**src/rtl/ex_mem_skid_register_pkg.sv**
```systemverilog
// Shared EX/MEM pipeline definitions: skid register state encoding, payload
// field widths and the memory-stage control encodings.
package ex_mem_skid_register_pkg;

    typedef enum logic [1:0] {
        ST_EMPTY = 2'd0,
        ST_ONE   = 2'd1,
        ST_FULL  = 2'd2
    } skid_state_e;

    localparam int DATA_FIELDS = 5;
    localparam int REGDST_W    = 5;
    localparam int FLAGS_W     = 5;
    localparam int MEMTOREG_W  = 2;
    localparam int DECODEOP_W  = 2;
    localparam int CTRL_W      = REGDST_W + FLAGS_W + MEMTOREG_W + DECODEOP_W;

    localparam logic [MEMTOREG_W-1:0] MEMTOREG_ALU  = 2'd0;
    localparam logic [MEMTOREG_W-1:0] MEMTOREG_MEM  = 2'd1;
    localparam logic [MEMTOREG_W-1:0] MEMTOREG_LINK = 2'd2;

    localparam logic [DECODEOP_W-1:0] DECODEOP_RTYPE  = 2'd0;
    localparam logic [DECODEOP_W-1:0] DECODEOP_ITYPE  = 2'd1;
    localparam logic [DECODEOP_W-1:0] DECODEOP_JUMP   = 2'd2;
    localparam logic [DECODEOP_W-1:0] DECODEOP_BRANCH = 2'd3;

    function automatic int payload_width(input int data_w);
        return DATA_FIELDS * data_w + CTRL_W;
    endfunction

endpackage

```
**src/rtl/ex_mem_skid_register_payload_reg.sv**
```systemverilog
// Payload-width holding register with load enable and asynchronous clear;
// used for both the main and the skid entry.
module pipe_payload_reg
    import ex_mem_skid_register_pkg::*;
#(
    parameter int W = payload_width(32)
) (
    input  logic         i_clk,
    input  logic         i_clr,
    input  logic         i_load,
    input  logic [W-1:0] i_d,
    output logic [W-1:0] o_q
);

    logic [W-1:0] r_q;

    always_ff @(posedge i_clk or posedge i_clr) begin
        if (i_clr) begin
            r_q <= '0;
        end else if (i_load) begin
            r_q <= i_d;
        end
    end

    assign o_q = r_q;

endmodule

```
**src/rtl/ex_mem_skid_register.sv**
```systemverilog
// EX/MEM pipeline register with a two-entry skid buffer so that in_ready is a
// flop and never depends combinationally on the memory stage's out_ready.
module ex_mem_skid_register
    import ex_mem_skid_register_pkg::*;
#(
    parameter int DATA_W = 32
) (
    input  logic              Clk,
    input  logic              Rst,
    input  logic              in_valid,
    output logic              in_ready,
    input  logic [DATA_W-1:0] ALU_result,
    input  logic [DATA_W-1:0] reg_data2,
    input  logic [DATA_W-1:0] pc,
    input  logic [DATA_W-1:0] BranchTarget,
    input  logic [DATA_W-1:0] JumpRegisterTarget,
    input  logic [4:0]        regdst,
    input  logic              Zero,
    input  logic              branch,
    input  logic              regwrite,
    input  logic              memwrite,
    input  logic              memread,
    input  logic [1:0]        memtoreg,
    input  logic [1:0]        decodeop,
    output logic              out_valid,
    input  logic              out_ready,
    output logic [DATA_W-1:0] ALU_result_out,
    output logic [DATA_W-1:0] reg_data2_out,
    output logic [DATA_W-1:0] pc_out,
    output logic [DATA_W-1:0] BranchTarget_out,
    output logic [DATA_W-1:0] JumpRegisterTarget_out,
    output logic [4:0]        regdst_out,
    output logic              Zero_out,
    output logic              branch_out,
    output logic              regwrite_out,
    output logic              memwrite_out,
    output logic              memread_out,
    output logic [1:0]        memtoreg_out,
    output logic [1:0]        decodeop_out,
    input  logic              flush,
    output logic              branch_taken
);

    localparam int PW = payload_width(DATA_W);

    skid_state_e r_state;
    skid_state_e w_state_nxt;
    logic        r_in_ready;
    logic        r_out_valid;

    logic          w_accept;
    logic          w_issue;
    logic          w_main_load;
    logic          w_skid_load;
    logic [PW-1:0] w_in_payload;
    logic [PW-1:0] w_main_d;
    logic [PW-1:0] w_main_q;
    logic [PW-1:0] w_skid_q;

    assign w_accept = in_valid & r_in_ready;
    assign w_issue  = r_out_valid & out_ready;

    assign w_in_payload = {ALU_result, reg_data2, pc, BranchTarget, JumpRegisterTarget,
                           regdst, Zero, branch, regwrite, memwrite, memread,
                           memtoreg, decodeop};

    // Flush wins over everything and suppresses loads so EMPTY keeps the last payload.
    always_comb begin
        w_state_nxt = r_state;
        w_main_load = 1'b0;
        w_skid_load = 1'b0;
        w_main_d    = w_in_payload;
        if (flush) begin
            w_state_nxt = ST_EMPTY;
        end else begin
            case (r_state)
                ST_EMPTY: begin
                    if (w_accept) begin
                        w_main_load = 1'b1;
                        w_state_nxt = ST_ONE;
                    end
                end
                ST_ONE: begin
                    if (w_accept && w_issue) begin
                        w_main_load = 1'b1;
                    end else if (w_accept) begin
                        w_skid_load = 1'b1;
                        w_state_nxt = ST_FULL;
                    end else if (w_issue) begin
                        w_state_nxt = ST_EMPTY;
                    end
                end
                ST_FULL: begin
                    if (w_issue) begin
                        w_main_load = 1'b1;
                        w_main_d    = w_skid_q;
                        w_state_nxt = ST_ONE;
                    end
                end
                default: begin
                    w_state_nxt = ST_EMPTY;
                end
            endcase
        end
    end

    always_ff @(posedge Clk or posedge Rst) begin
        if (Rst) begin
            r_state     <= ST_EMPTY;
            r_out_valid <= 1'b0;
            r_in_ready  <= 1'b1;
        end else begin
            r_state     <= w_state_nxt;
            r_out_valid <= (w_state_nxt != ST_EMPTY);
            r_in_ready  <= (w_state_nxt != ST_FULL);
        end
    end

    pipe_payload_reg #(.W(PW)) u_main (
        .i_clk  (Clk),
        .i_clr  (Rst),
        .i_load (w_main_load),
        .i_d    (w_main_d),
        .o_q    (w_main_q)
    );

    pipe_payload_reg #(.W(PW)) u_skid (
        .i_clk  (Clk),
        .i_clr  (Rst),
        .i_load (w_skid_load),
        .i_d    (w_in_payload),
        .o_q    (w_skid_q)
    );

    assign {ALU_result_out, reg_data2_out, pc_out, BranchTarget_out, JumpRegisterTarget_out,
            regdst_out, Zero_out, branch_out, regwrite_out, memwrite_out, memread_out,
            memtoreg_out, decodeop_out} = w_main_q;

    assign in_ready     = r_in_ready;
    assign out_valid    = r_out_valid;
    assign branch_taken = r_out_valid & branch_out & Zero_out;

endmodule

```
**config.mk**
```make
export PLATFORM = sky130hd
export DESIGN_NAME = ex_mem_skid_register
export DESIGN_NICKNAME = d
export VERILOG_FILES = /design/src/rtl/ex_mem_skid_register_pkg.sv /design/src/rtl/ex_mem_skid_register_payload_reg.sv /design/src/rtl/ex_mem_skid_register.sv
export SDC_FILE = /design/constraint.sdc
export NUM_CORES = 1
export LEC_CHECK = 0
export ABC_AREA = 0
export BUFFER_PORTS_ARGS = -buffer_cell sky130_fd_sc_hd__buf_4
export CAP_MARGIN = 20
export CORE_MARGIN = 4
export CORE_UTILIZATION = 40
export DETAILED_ROUTE_END_ITERATION = 8
export MAX_ROUTING_LAYER = met4
export PLACE_DENSITY_LB_ADDON = 0.08
export REMOVE_ABC_BUFFERS = 1
export SYNTH_ARGS = -nofsm -noshare
export SYNTH_HDL_FRONTEND = slang
export SYNTH_SLANG_ARGS = --single-unit
export TNS_END_PERCENT = 30
```
**constraint.sdc**
```tcl
create_clock -name Clk -period 20.7 [get_ports Clk]
set_input_delay 1.035 -clock Clk [delete_from_list [all_inputs] [get_ports Clk]]
set_output_delay 1.035 -clock Clk [all_outputs]
set_load 0.1 [all_outputs]
```
# Word level (Yosys, flattened, before mapping)
# Index checks and enable logic that the tools add are counted.
dict set report totals {
  output_inout_bits 177
  ram_bits 0
  romBits 0
  inputBits 179
  n_memories 0
  regBits 352
  latchBits 0
}
dict set report op_classes {
  bitwise_logic 4
  n_eq_ne 3
  reduce_logical 3
  n_mux 18
  div_mod_pow 0
  n_mul 0
  addsub 0
  n_shift 0
  magnitude_cmp 0
}
# operator n
set op_table {}
lappend op_table {{2-to-1 mux 174 bit} 3}
lappend op_table {{2-to-1 mux 2 bit} 6}
lappend op_table {{2-to-1 mux 1 bit} 7}
lappend op_table {{case mux 2 bit (3 select lines)} 1}
lappend op_table {{AND 1 bit} 4}
lappend op_table {{case mux 1 bit (3 select lines)} 1}
lappend op_table {{== test 2 x 1 -> 1 bit, second input constant} 1}
lappend op_table {{== test 2 bit, second input constant} 1}
lappend op_table {{zero test 2 bit} 1}
lappend op_table {{inequality test 2 bit, second input constant} 1}
lappend op_table {{nonzero test 2 bit} 1}
lappend op_table {{logical AND 1 bit} 1}

# Depth between registers and ports, before layout
# Gate-level depths: netlist of the first run.
dict set report depth {
  depth_word 7
  ltp_mapped 5
  mapped_depth_nobuf 3
}

# By module
# A second synthesis of the first run with hierarchy kept.
dict set report unflattened {
  cells_unflattened 953
  hier_area_um2 15451.1
}
# mod n_inst seq_area_each_um2 area_per_inst_um2 cells_each
set by_module_without_submodules {}
lappend by_module_without_submodules {pipe_payload_reg 2 4354.2 6525.0 368}
lappend by_module_without_submodules {ex_mem_skid_register 1 101.3 2401.1 217}

# Worst setup path after synthesis of the first run
# OpenSTA, ideal clock, no wires.
dict set report synth_timing {
  kind {register to output}
  startpoint {register r_out_valid (netlist: out_valid)}
  endpoint {output branch_taken}
  path_slack_ps 17786
  required_ps 19665
  arrival_ps 1879
  stages_incl_launch_ff 2
  n_path_buf 0
  cell_sequence {dfrtp_1 -> and3_1}
}
dict set report synth_via {
  elab_chain_cells 2
}
# item line
set synth_rtl {}
lappend synth_rtl {{start, declared} ex_mem_skid_register.sv:49} ;# logic r_out_valid;
lappend synth_rtl {{start signal, assigned} ex_mem_skid_register.sv:114} ;# r_out_valid <= (w_state_nxt != ST_EMPTY);
lappend synth_rtl {{AND 1 bit (2 in a row)} ex_mem_skid_register.sv:141} ;# assign branch_taken = r_out_valid & branch_out & Zero_out;
lappend synth_rtl {{end, declared} ex_mem_skid_register.sv:41} ;# output logic branch_taken
# Every way passes these cells.

# Worst setup path in the final report of the first run
dict set report layout_timing {
  startpoint {input out_ready}
  endpoint {register u_main.r_q[91] (netlist: u_main.o_q[91])}
}
dict set report layout_via {
  elab_chain_cells 5
}
# item line
set layout_rtl {}
lappend layout_rtl {{start, declared} ex_mem_skid_register.sv:26} ;# input logic out_ready,
lappend layout_rtl {{AND 1 bit (*)} ex_mem_skid_register.sv:61} ;# assign w_issue = r_out_valid & out_ready;
lappend layout_rtl {{logical AND 1 bit} ex_mem_skid_register.sv:84} ;# if (w_accept && w_issue) begin
lappend layout_rtl {{2-to-1 mux 1 bit} ex_mem_skid_register.sv:84}
lappend layout_rtl {{case mux 1 bit (3 select lines)} ex_mem_skid_register.sv:76} ;# case (r_state)
lappend layout_rtl {{2-to-1 mux 1 bit} ex_mem_skid_register.sv:73} ;# if (flush) begin
lappend layout_rtl {{end signal, assigned} ex_mem_skid_register_payload_reg.sv:21} ;# r_q <= i_d;
lappend layout_rtl {{end, declared} ex_mem_skid_register_payload_reg.sv:15} ;# logic [W-1:0] r_q;
# Mark *: on every way between the ends. The rest lies on a longest branch, timed or not.
# A chain may end at the register's enable or synchronous reset.

==> impl_metrics.tcl, run 1 <==
set metrics [dict create \
    dpl_cell_area_um2 18300 \
    finalPower_mw 2.94 \
    grt-ovfl-total 0 \
    leakage_nw 8.94 \
    multiInputGateArea_um2 6040 \
    yosysSeqAreaShare_pct 57.8 \
    clk_pin_slew_ns 0.06 \
    place.gp.congestion 0.735 \
    cts_setup_buffers 0 \
    outcome "finished, final reports clean" \
    ir_drop_mv 0.0786 \
    dr.pass1.iters 4 \
    area_delta_synth_final_pct 29.0 \
    insertion_delay_ns 0.52 \
    cap_violations 0 \
    worst_slew_margin_rel_pct 12.9 \
    clockBufferDepth 3 \
    finalCritPeriodShare_pct 17.2 \
    num_io_pins 356 \
    critical-path-max-stage-delay_ns 0.83 \
    min_from "u_skid.o_q[109]" \
    hold_buffers 0 \
    fmax_mhz 281 \
    viasPerCell 4.90 \
    worst_pin_slew_ns 1.31 \
    yosysUniqueCellTypes 23 \
    slew_viol_final 0 \
    fp.dieW_um 203 \
    grt_pass1_wl_um 55000 \
    cts_max_level 2 \
    cts_tree "built" \
    holdCritPathClass "flop to flop" \
    timing.rr.start "r_state[0]" \
    nFillCells 3339 \
    crit_path_end_kind "flop" \
    arrival_ns 3.95 \
    vias 9008 \
    final_hold_viol_count 0 \
    cp-startpoint "out_ready" \
    cts_resized 0 \
    start_util_pct 40.5 \
    tns_ns 0 \
    track_usage_pct 17.2 \
    dieArea_um2 41300 \
    drc_errors 0 \
    antenna_found_initial 1 \
    fin_worst_skew_ns 0.0108 \
    coreArea_um2 37700 \
    crit_fanout 152 \
    rows 71 \
    seqCellArea_um2 8810 \
    netlist_area_um2 15200 \
    drive_above_1_share_pct 72.5 \
    rsz0062_at_grt "no" \
    hpwl_um 22600 \
    timing.critical_path.cells "buf_4 -> nand4b_4 -> a221oi_4 -> buf_12 -> mux2_2" \
    fin_area_um2 19700 \
    port_buffers 355 \
    setup_viol 0 \
    startpoint_type "input port" \
    drt_iter0_drc 248 \
    clock_sinks 352 \
    cp_top_family "compound AO/OA/AOI/OAI gates" \
    wl_per_cell_um 19.2 \
    drt_wl_total_um 35300 \
    ys_ff_latch 352 \
    grt_pass1_vias 9496 \
    dp_cells 1766 \
    grt_max_degree 164 \
    crit_slowest_cell "a221oi_4" \
    fin_nets 1477 \
    cts_buffers 40 \
    synth.avg_cell_area_um2 16.0 \
    worstPathRequired_ns 21.10 \
    yosys_warnings 0 \
    powerDensity_nw_per_um2 150 \
    critical_path_class "input port to flop" \
    final_cells 1839 \
    cp_num_buf_inv 2 \
    dieHeight_um 203 \
    clock-root-buffer "clkbuf_16" \
    syn-instance-count 950 \
    fin_crit_ns 3.55 \
    ant_nets 0 \
]
[through the flow]
stage | utilization, % | hold WS (ns) | setup WS, ns
3_3_place_gp | 48.5 | 0.482 | 16.73
4_1_cts | 52.1 | 0.503 | 17.30
2_1_floorplan | - | 0.476 | 6.59
5_1_grt | 52.2 | 0.514 | 17.13
6_report | 52.2 | 0.499 | 17.15
3_5_place_dp | 48.5 | 0.490 | 16.74
[worst reg2reg max path, cell delays in order (launching register included)]
cell and delay (ns):
dfrtp_1 0.46, nand4b_4 0.64, a221oi_4 0.83, buf_12 0.49
mux2_2 0.95
[power breakdown]
part	leakage [nW]	internal [mW]	switching, mW
Sequential	4.20	0.916	0.110
Clock	0.687	0.452	0.280
Combinational	4.06	0.332	0.850
[synth_stat cells, drive strengths merged]
| cell type | count | area share, % |
|---|---|---|
| mux2 | 522 | 39 |
| or3b | 1 | 0.057 |
| clkbuf | 1 | 0.025 |
| a211o | 1 | 0.057 |
| and3 | 1 | 0.041 |
| buf | 56 | 2.7 |
| dfrtp | 351 | 58 |
| o21ai | 1 | 0.033 |
| nand2 | 3 | 0.074 |
| and4b | 1 | 0.066 |
| nor2b | 1 | 0.041 |
| a21oi | 2 | 0.066 |
| inv | 2 | 0.049 |
| nand3b | 1 | 0.049 |
| o21ba | 1 | 0.066 |
| dfstp | 1 | 0.17 |
| a221oi | 1 | 0.098 |
| a31oi | 1 | 0.041 |
| nand4b | 1 | 0.098 |
| a21bo | 1 | 0.066 |
[per-layer routing]
metal	up-vias	wire (µm)	share of wire (%)	track usage (%)
met5	-	0	0	-
met4	0	588	1.7	4.36
met3	38	2450	6.9	5.22
met2	211	17100	48	27.1
met1	4628	15200	43	22.0
li1	4131	-	-	-
[state kept, by name (all words and copies together), names as in the netlist]
name,flops
out_valid,1
r_state,2
in_ready,1
u_main.o_q,174
u_skid.o_q,174
[final cells by class]
class | count | area share (%)
Antenna cell | 2 | 0.0255
Clock buffer | 51 | 5.82
Clock inverter | 19 | 1.15
Inverter | 2 | 0.0764
Multi-Input combinational cell | 539 | 30.7
Sequential cell | 352 | 44.8
Tap cell | 511 | 3.25
Timing Repair Buffer | 363 | 14.2
[path summary, 6_finish.rpt]
path                       cells past startpoint  slack, ns               to
hold / removal                                 1       0.50  u_skid.o_q[109]
min in group asynchronous                      2       0.65  u_main.o_q[105]
hold reg to reg                                1       0.50  u_skid.o_q[109]
setup / recovery                               5      17.15   u_main.o_q[91]
setup reg to reg                               4      17.21   u_main.o_q[91]
max in group asynchronous                      3      18.62   u_main.o_q[15]
[logic make-up (layout without fill, tap and decap cells)]
group	Yosys count	count (layout)	share of synthesized area, %
AO/OA/AOI/OAI	8	8	0.427
other	0	2	0
multiplexers	522	522	38.6
AND/OR/NAND/NOR	9	9	0.427
flip-flops	352	352	57.8
buffers and inverters	59	435	2.77
[layout by cell type, fill, tap and decap left out, types with 2 or more instances in the layout]
master	count
mux2_2	522
buf_4	359
dfrtp_1	351
clkbuf_16	41
clkinv_2	12
clkbuf_8	8
bufinv_16	5
buf_12	3
diode_2	2
a21oi_1	2
nand2_1	2
clkbuf_1	2
Note: power is estimated with default switching activity, not from simulation.
==> run 2: changes to the inputs <==
--- a/config.mk
+++ b/config.mk
@@ -5,7 +5,7 @@
 export SDC_FILE = /design/constraint.sdc
 export NUM_CORES = 1
 export LEC_CHECK = 0
-export ABC_AREA = 0
+export ABC_AREA = 1
 export BUFFER_PORTS_ARGS = -buffer_cell sky130_fd_sc_hd__buf_4
 export CAP_MARGIN = 20
 export CORE_MARGIN = 4
==> constraint.sdc (replaced) <==
create_clock -name Clk -period 3.4 [get_ports Clk]
set_input_delay 0.17 -clock Clk [delete_from_list [all_inputs] [get_ports Clk]]
set_output_delay 0.17 -clock Clk [all_outputs]
set_load 0.1 [all_outputs]
==> run 2 against run 1 <==
Clock-buffer cell count rose by 14. Clock power rose to 6.1 times the previous value. Flip-flop and latch count did not move. Die area rose by 6.2%. First-iteration DRC count rose to 4.2 times the previous value.
==> impl_metrics.tcl, run 2 <==
set metrics [dict create \
    crit_path_end_kind "flop" \
    grt_pass1_wl_um 81300 \
    grt_max_degree 175 \
    hpwl_um 29400 \
    fin_crit_ns 2.20 \
    drt_wl_total_um 50000 \
    clock_sinks 352 \
    arrival_ns 2.69 \
    holdCritPathClass "input port to flop" \
    cts_tree "built" \
    setup_slack_ns 1.20 \
    crit_slowest_cell "dlygate4sd3_1" \
    drive_above_1_share_pct 17.6 \
    synth.avg_cell_area_um2 7.79 \
    cp_top_family "buffers and inverters" \
    vias 15068 \
    dp_slack_ns 1.25 \
    hold_ws_ns 0.0792 \
    final_cell_mix "706 x nand2_1, 370 x buf_4, 351 x dfrtp_1, 350 x inv_1, 349 x nand3_1" \
    synth_largest_area_cell "dfrtp_1" \
    synth_edf_count 0 \
    antenna_found_initial 2 \
    switchingPower_mw 9.26 \
    final_hold_viol_count 0 \
    p_seq_share_pct 33.7 \
    outcome "finished, final reports clean" \
    synth_flop_cell "dfrtp_1" \
    wl_per_cell_um 16.1 \
    yosysMostFrequentCell "nand2_1" \
    dr.pass1.iters 5 \
    p_comb_share_pct 43.8 \
    sw_frac_of_total_pct 47.1 \
    viasPerCell 4.85 \
    synth_top_area_share_pct 54.1 \
    rsz0062_at_grt "no" \
    rows 73 \
    p_clk_share_pct 22.5 \
    port_buffers 355 \
    ant_nets 0 \
    dieArea_um2 43900 \
    critical_path_class "input port to flop" \
    netlist_area_um2 16200 \
    ys_ff_latch 352 \
    clk_pin_slew_ns 0.06 \
    tns_ns 0 \
    clockBufferDepth 3 \
    crit_fanout 93 \
    worst_slew_margin_rel_pct 23.6 \
    drc_errors 0 \
    leakage_nw 12.0 \
    worst_pin_slew_ns 1.15 \
    area_delta_synth_final_pct 37.4 \
    cts_buffers 42 \
    syn-instance-count 2082 \
    synthArstFlopShare_pct 100 \
    yosysUniqueCellTypes 23 \
    yosys_warnings 0 \
    met2_usage_pct 36.4 \
    ys_top_cells_by_area "dfrtp_1 54%, nand2_1 16%, nand3_1 11%, inv_1 8.1%, o21ai_0 4.8%" \
    yosysSeqAreaShare_pct 54.3 \
    fp.dieW_um 209 \
    setup_viol 0 \
    cap_violations 0 \
    fin_nets 2728 \
    place.gp.congestion 0.801 \
    dpl_cell_area_um2 19200 \
    track_usage_pct 23.2 \
    grt-ovfl-total 0 \
    top_usage_layer "met2" \
    finalCritPeriodShare_pct 64.7 \
    cp_common_cell "nand2_1" \
    clock-root-buffer "clkbuf_16" \
    p_int_mw 10.4 \
    fin_worst_skew_ns 0.0122 \
    start_util_pct 40.7 \
    timing.critical_path.cells "dlygate4sd3_1 -> buf_4 -> inv_6 -> nand2_4 -> buf_12 -> nand2_1 -> nand3_1 -> nand2_1" \
    finalPower_mw 19.7 \
    powerDensity_nw_per_um2 882 \
    insertion_delay_ns 0.55 \
    ys_top_cells_by_count "707 x nand2_1, 351 x dfrtp_1, 351 x inv_1" \
    critical-path-max-stage-delay_ns 0.54 \
    cp_num_buf_inv 4 \
    coreArea_um2 39900 \
    worstPathRequired_ns 3.90 \
    grtUsageMet1_pct 30.8 \
    fmax_mhz 455 \
    drt_iter0_drc 1041 \
    use_met3_pct 3.98 \
    grt_pass1_vias 15215 \
    ir_drop_mv 0.693 \
    num_io_pins 356 \
    fin_area_um2 22300 \
    final_common_cell "nand2_1" \
    cts_max_level 2 \
    slew_viol_final 0 \
    dieHeight_um 209 \
    startpoint_type "input port" \
]
run 2: timing repair:
action	in CTS	in global routing
resized for setup	0	0
setup endpoints to repair	0	0
hold buffers	176	0
endpoints found under the hold margin	450	0
setup buffers	0	0
run 2: worst paths after layout:
path | start | to | slack (ns) | cells after the start
max | flush | u_main.o_q[24] | 1.20 | 8
min | in_valid | r_state[0] | 0.08 | 5
max reg2reg | r_state[0] | u_main.o_q[111] | 1.26 | 8
min reg2reg | u_main.o_q[167] | u_main.o_q[167] | 0.48 | 2
max in group asynchronous | Rst | u_skid.o_q[87] | 2.06 | 4
min in group asynchronous | Rst | u_skid.o_q[70] | 0.34 | 3
run 2: logic make-up (layout without fill, tap and decap cells):
logic type	Yosys count	count (layout)	synth area share [%]
AOI/OAI and AO/OA	178	178	5.52
and+or+nand+nor	1064	1064	27.4
other	0	2	0
buffers and inverters	488	984	12.7
DFF	352	352	54.3
run 2: layer usage:
metal	wire (µm)	up-vias
met5	0	-
met2	23400	418
met3	3050	91
li1	-	7282
met4	1470	0
met1	22100	7277
run 2: power by group through the flow:
stage	Combinational (mW)	Clock (mW)	Sequential (mW)
2_1_floorplan	1.90	0	11.2
3_3_place_gp	8.36	0	6.66
3_5_place_dp	8.46	0	6.68
4_1_cts	8.66	4.53	6.63
5_1_grt	9.17	4.70	6.78
6_report	8.61	4.43	6.63
run 2: layout make-up:
class	instances	area, µm²
clock buffer	65	1290
clock inverter	8	65.1
fill	3684	17600
antenna	2	5.00
sequential	352	8810
multi-input combinational	1242	5380
timing repair buffer	556	4740
tap	525	657
inverter	355	1350
run 2: worst min-delay path: stages:
cell and delay, ns:
buf_4 0.12, nand2_1 0.08, a31oi_1 0.10, nand2_1 0.08
inv_1 0.04
run 2: stage by stage:
step / util [%] / cells
6_report: 55.9 / 3105
5_1_grt: 55.9 / 3105
4_1_cts: 55.8 / 3103
3_5_place_dp: 48.0 / 2854
3_3_place_gp: 48.0 / 2854
2_1_floorplan: - / 1949
==> run 3: changes to the inputs <==
==> constraint.sdc (replaced) <==
create_clock -name Clk -period 2.3 [get_ports Clk]
set_input_delay 0.115 -clock Clk [delete_from_list [all_inputs] [get_ports Clk]]
set_output_delay 0.115 -clock Clk [all_outputs]
set_load 0.1 [all_outputs]
==> run 3 against run 2 <==
Clock-buffer cell count down 2. Worst setup slack worse by 0.84 ns. Clock power rose by 42%. Register-to-register slack worse by 0.83 ns. Final cell count grew 0.16%. Combinational power grew 49%. Sequential power increased by 48%. Critical path type unchanged. Critical path depth shrank 1. Clock skew is 0.0013 ns higher. Largest power group unchanged. Worst hold slack got worse by 0.042 ns. Via count is 1.1% lower.
==> impl_metrics.tcl, run 3 (same netlist as run 2, synthesis figures left out) <==
set metrics [dict create \
    outcome "finished, final reports clean" \
    dr.pass1.iters 5 \
    holdCritPathClass "input port to flop" \
    drc_errors 0 \
    final_common_cell "nand2_1" \
    area_delta_synth_final_pct 37.9 \
    coreArea_um2 39900 \
    fp.dieW_um 209 \
    drive_above_1_share_pct 17.7 \
    clock-root-buffer "clkbuf_16" \
    nFillCells 3609 \
    grt_max_degree 149 \
    slew_viol_final 0 \
    num_io_pins 356 \
    drt_iter0_drc 1066 \
    grt-ovfl-total 0 \
    cap_violations 0 \
    arrival_ns 2.32 \
    dp_cells 2863 \
    clock_sinks 352 \
    start_util_pct 40.7 \
    dieHeight_um 209 \
    final_hold_viol_count 0 \
    ant_nets 0 \
    clk_pin_slew_ns 0.06 \
    drt_wl_total_um 49400 \
    vias 14896 \
    hpwl_um 29400 \
    grt_pass1_vias 14911 \
    fin_worst_skew_ns 0.0134 \
    insertion_delay_ns 0.54 \
    startpoint_type "input port" \
    fin_crit_ns 1.94 \
    tns_ns 0 \
    fmax_mhz 516 \
    hold_ws_ns 0.0370 \
    critical_path_class "input port to flop" \
    multiInputGateArea_um2 5380 \
    rsz0062_at_grt "no" \
    finalPower_mw 28.8 \
    final_cell_mix "706 x nand2_1, 372 x buf_4, 351 x dfrtp_1, 350 x inv_1, 349 x nand3_1" \
    place.gp.congestion 0.806 \
    cts_buffers 40 \
    crit_fanout 148 \
    n_antenna_cell 0 \
    fin_nets 2735 \
    setup_viol 0 \
    wl_per_cell_um 15.9 \
    port_buffers 355 \
    rows 73 \
    final_cells 3110 \
    cts_resized 0 \
    grt_pass1_wl_um 80300 \
    powerDensity_nw_per_um2 1290 \
    finalCritPeriodShare_pct 84.3 \
    track_usage_pct 22.9 \
    crit_path_end_kind "flop" \
    cts_max_level 2 \
    viasPerCell 4.79 \
    clockBufferDepth 3 \
    dieArea_um2 43900 \
    worst_pin_slew_ns 0.621 \
    worstPathRequired_ns 2.68 \
    worst_slew_margin_rel_pct 58.6 \
    seqCellArea_um2 8810 \
    leakage_nw 12.0 \
    ir_drop_mv 1.09 \
    cts_tree "built" \
    antenna_found_initial 0 \
]
run 3: final timing paths:
check                                startpoint         endpoint  slack, ns  cells after the start
max in group asynchronous                   Rst   u_main.o_q[88]       1.26                      5
min in group asynchronous                   Rst  u_main.o_q[128]       0.18                      3
worst min-delay path                   in_valid       r_state[0]       0.04                      5
worst min register to register  u_main.o_q[144]  u_main.o_q[144]       0.48                      2
worst max register to register         in_ready   u_skid.o_q[43]       0.43                      4
worst max-delay path                      flush   u_skid.o_q[43]       0.36                      7
run 3: routing by layer:
| layer | part of all wire [%] | up-vias | wire (µm) | GRT usage (%) |
|---|---|---|---|---|
| li1 | - | 7300 | - | - |
| met1 | 45 | 7045 | 22400 | 31.9 |
| met2 | 46 | 460 | 22700 | 34.6 |
| met3 | 6.1 | 91 | 3030 | 3.57 |
| met4 | 2.7 | 0 | 1350 | 7.25 |
| met5 | 0 | - | 0 | - |
run 3: metrics by stage:
step / utilization [%] / cell area, µm² / worst slack [ns]
after detailed placement: 48.4 / 19300 / 0.441
after global routing: 56.0 / 22400 / 0.208
after CTS: 56.0 / 22400 / 0.420
after floorplan: - / 15500 / -7.58
after global placement: 48.4 / 19300 / 0.441
final: 56.0 / 22400 / 0.361
run 3: worst max-delay path: stages:
cell	delay [ns]
dlygate4sd3_1	0.56
buf_4	0.17
inv_6	0.29
nand3_1	0.19
nor2_4	0.23
buf_12	0.44
o21ai_0	0.19
run 3: repair_timing:
item	CTS	global route
setup buffers	0	0
endpoints found under the hold margin	401	0
hold buffers	176	0
run 3: area by class of cell:
type / count / area share (%)
Tap cell: 525 / 2.94
Clock buffer: 63 / 5.31
Multi-Input combinational cell: 1242 / 24.1
Sequential cell: 352 / 39.4
Clock inverter: 8 / 0.419
Timing Repair Buffer: 565 / 21.9
Inverter: 355 / 6.01
run 3: power by group:
group	total [mW]	internal (mW)	switching, mW	leakage (nW)
combinational	12.8	2.79	9.96	7.07
clock	6.29	3.76	2.53	0.631
sequential	9.80	8.67	1.13	4.32
total	28.8	15.2	13.6	12.0
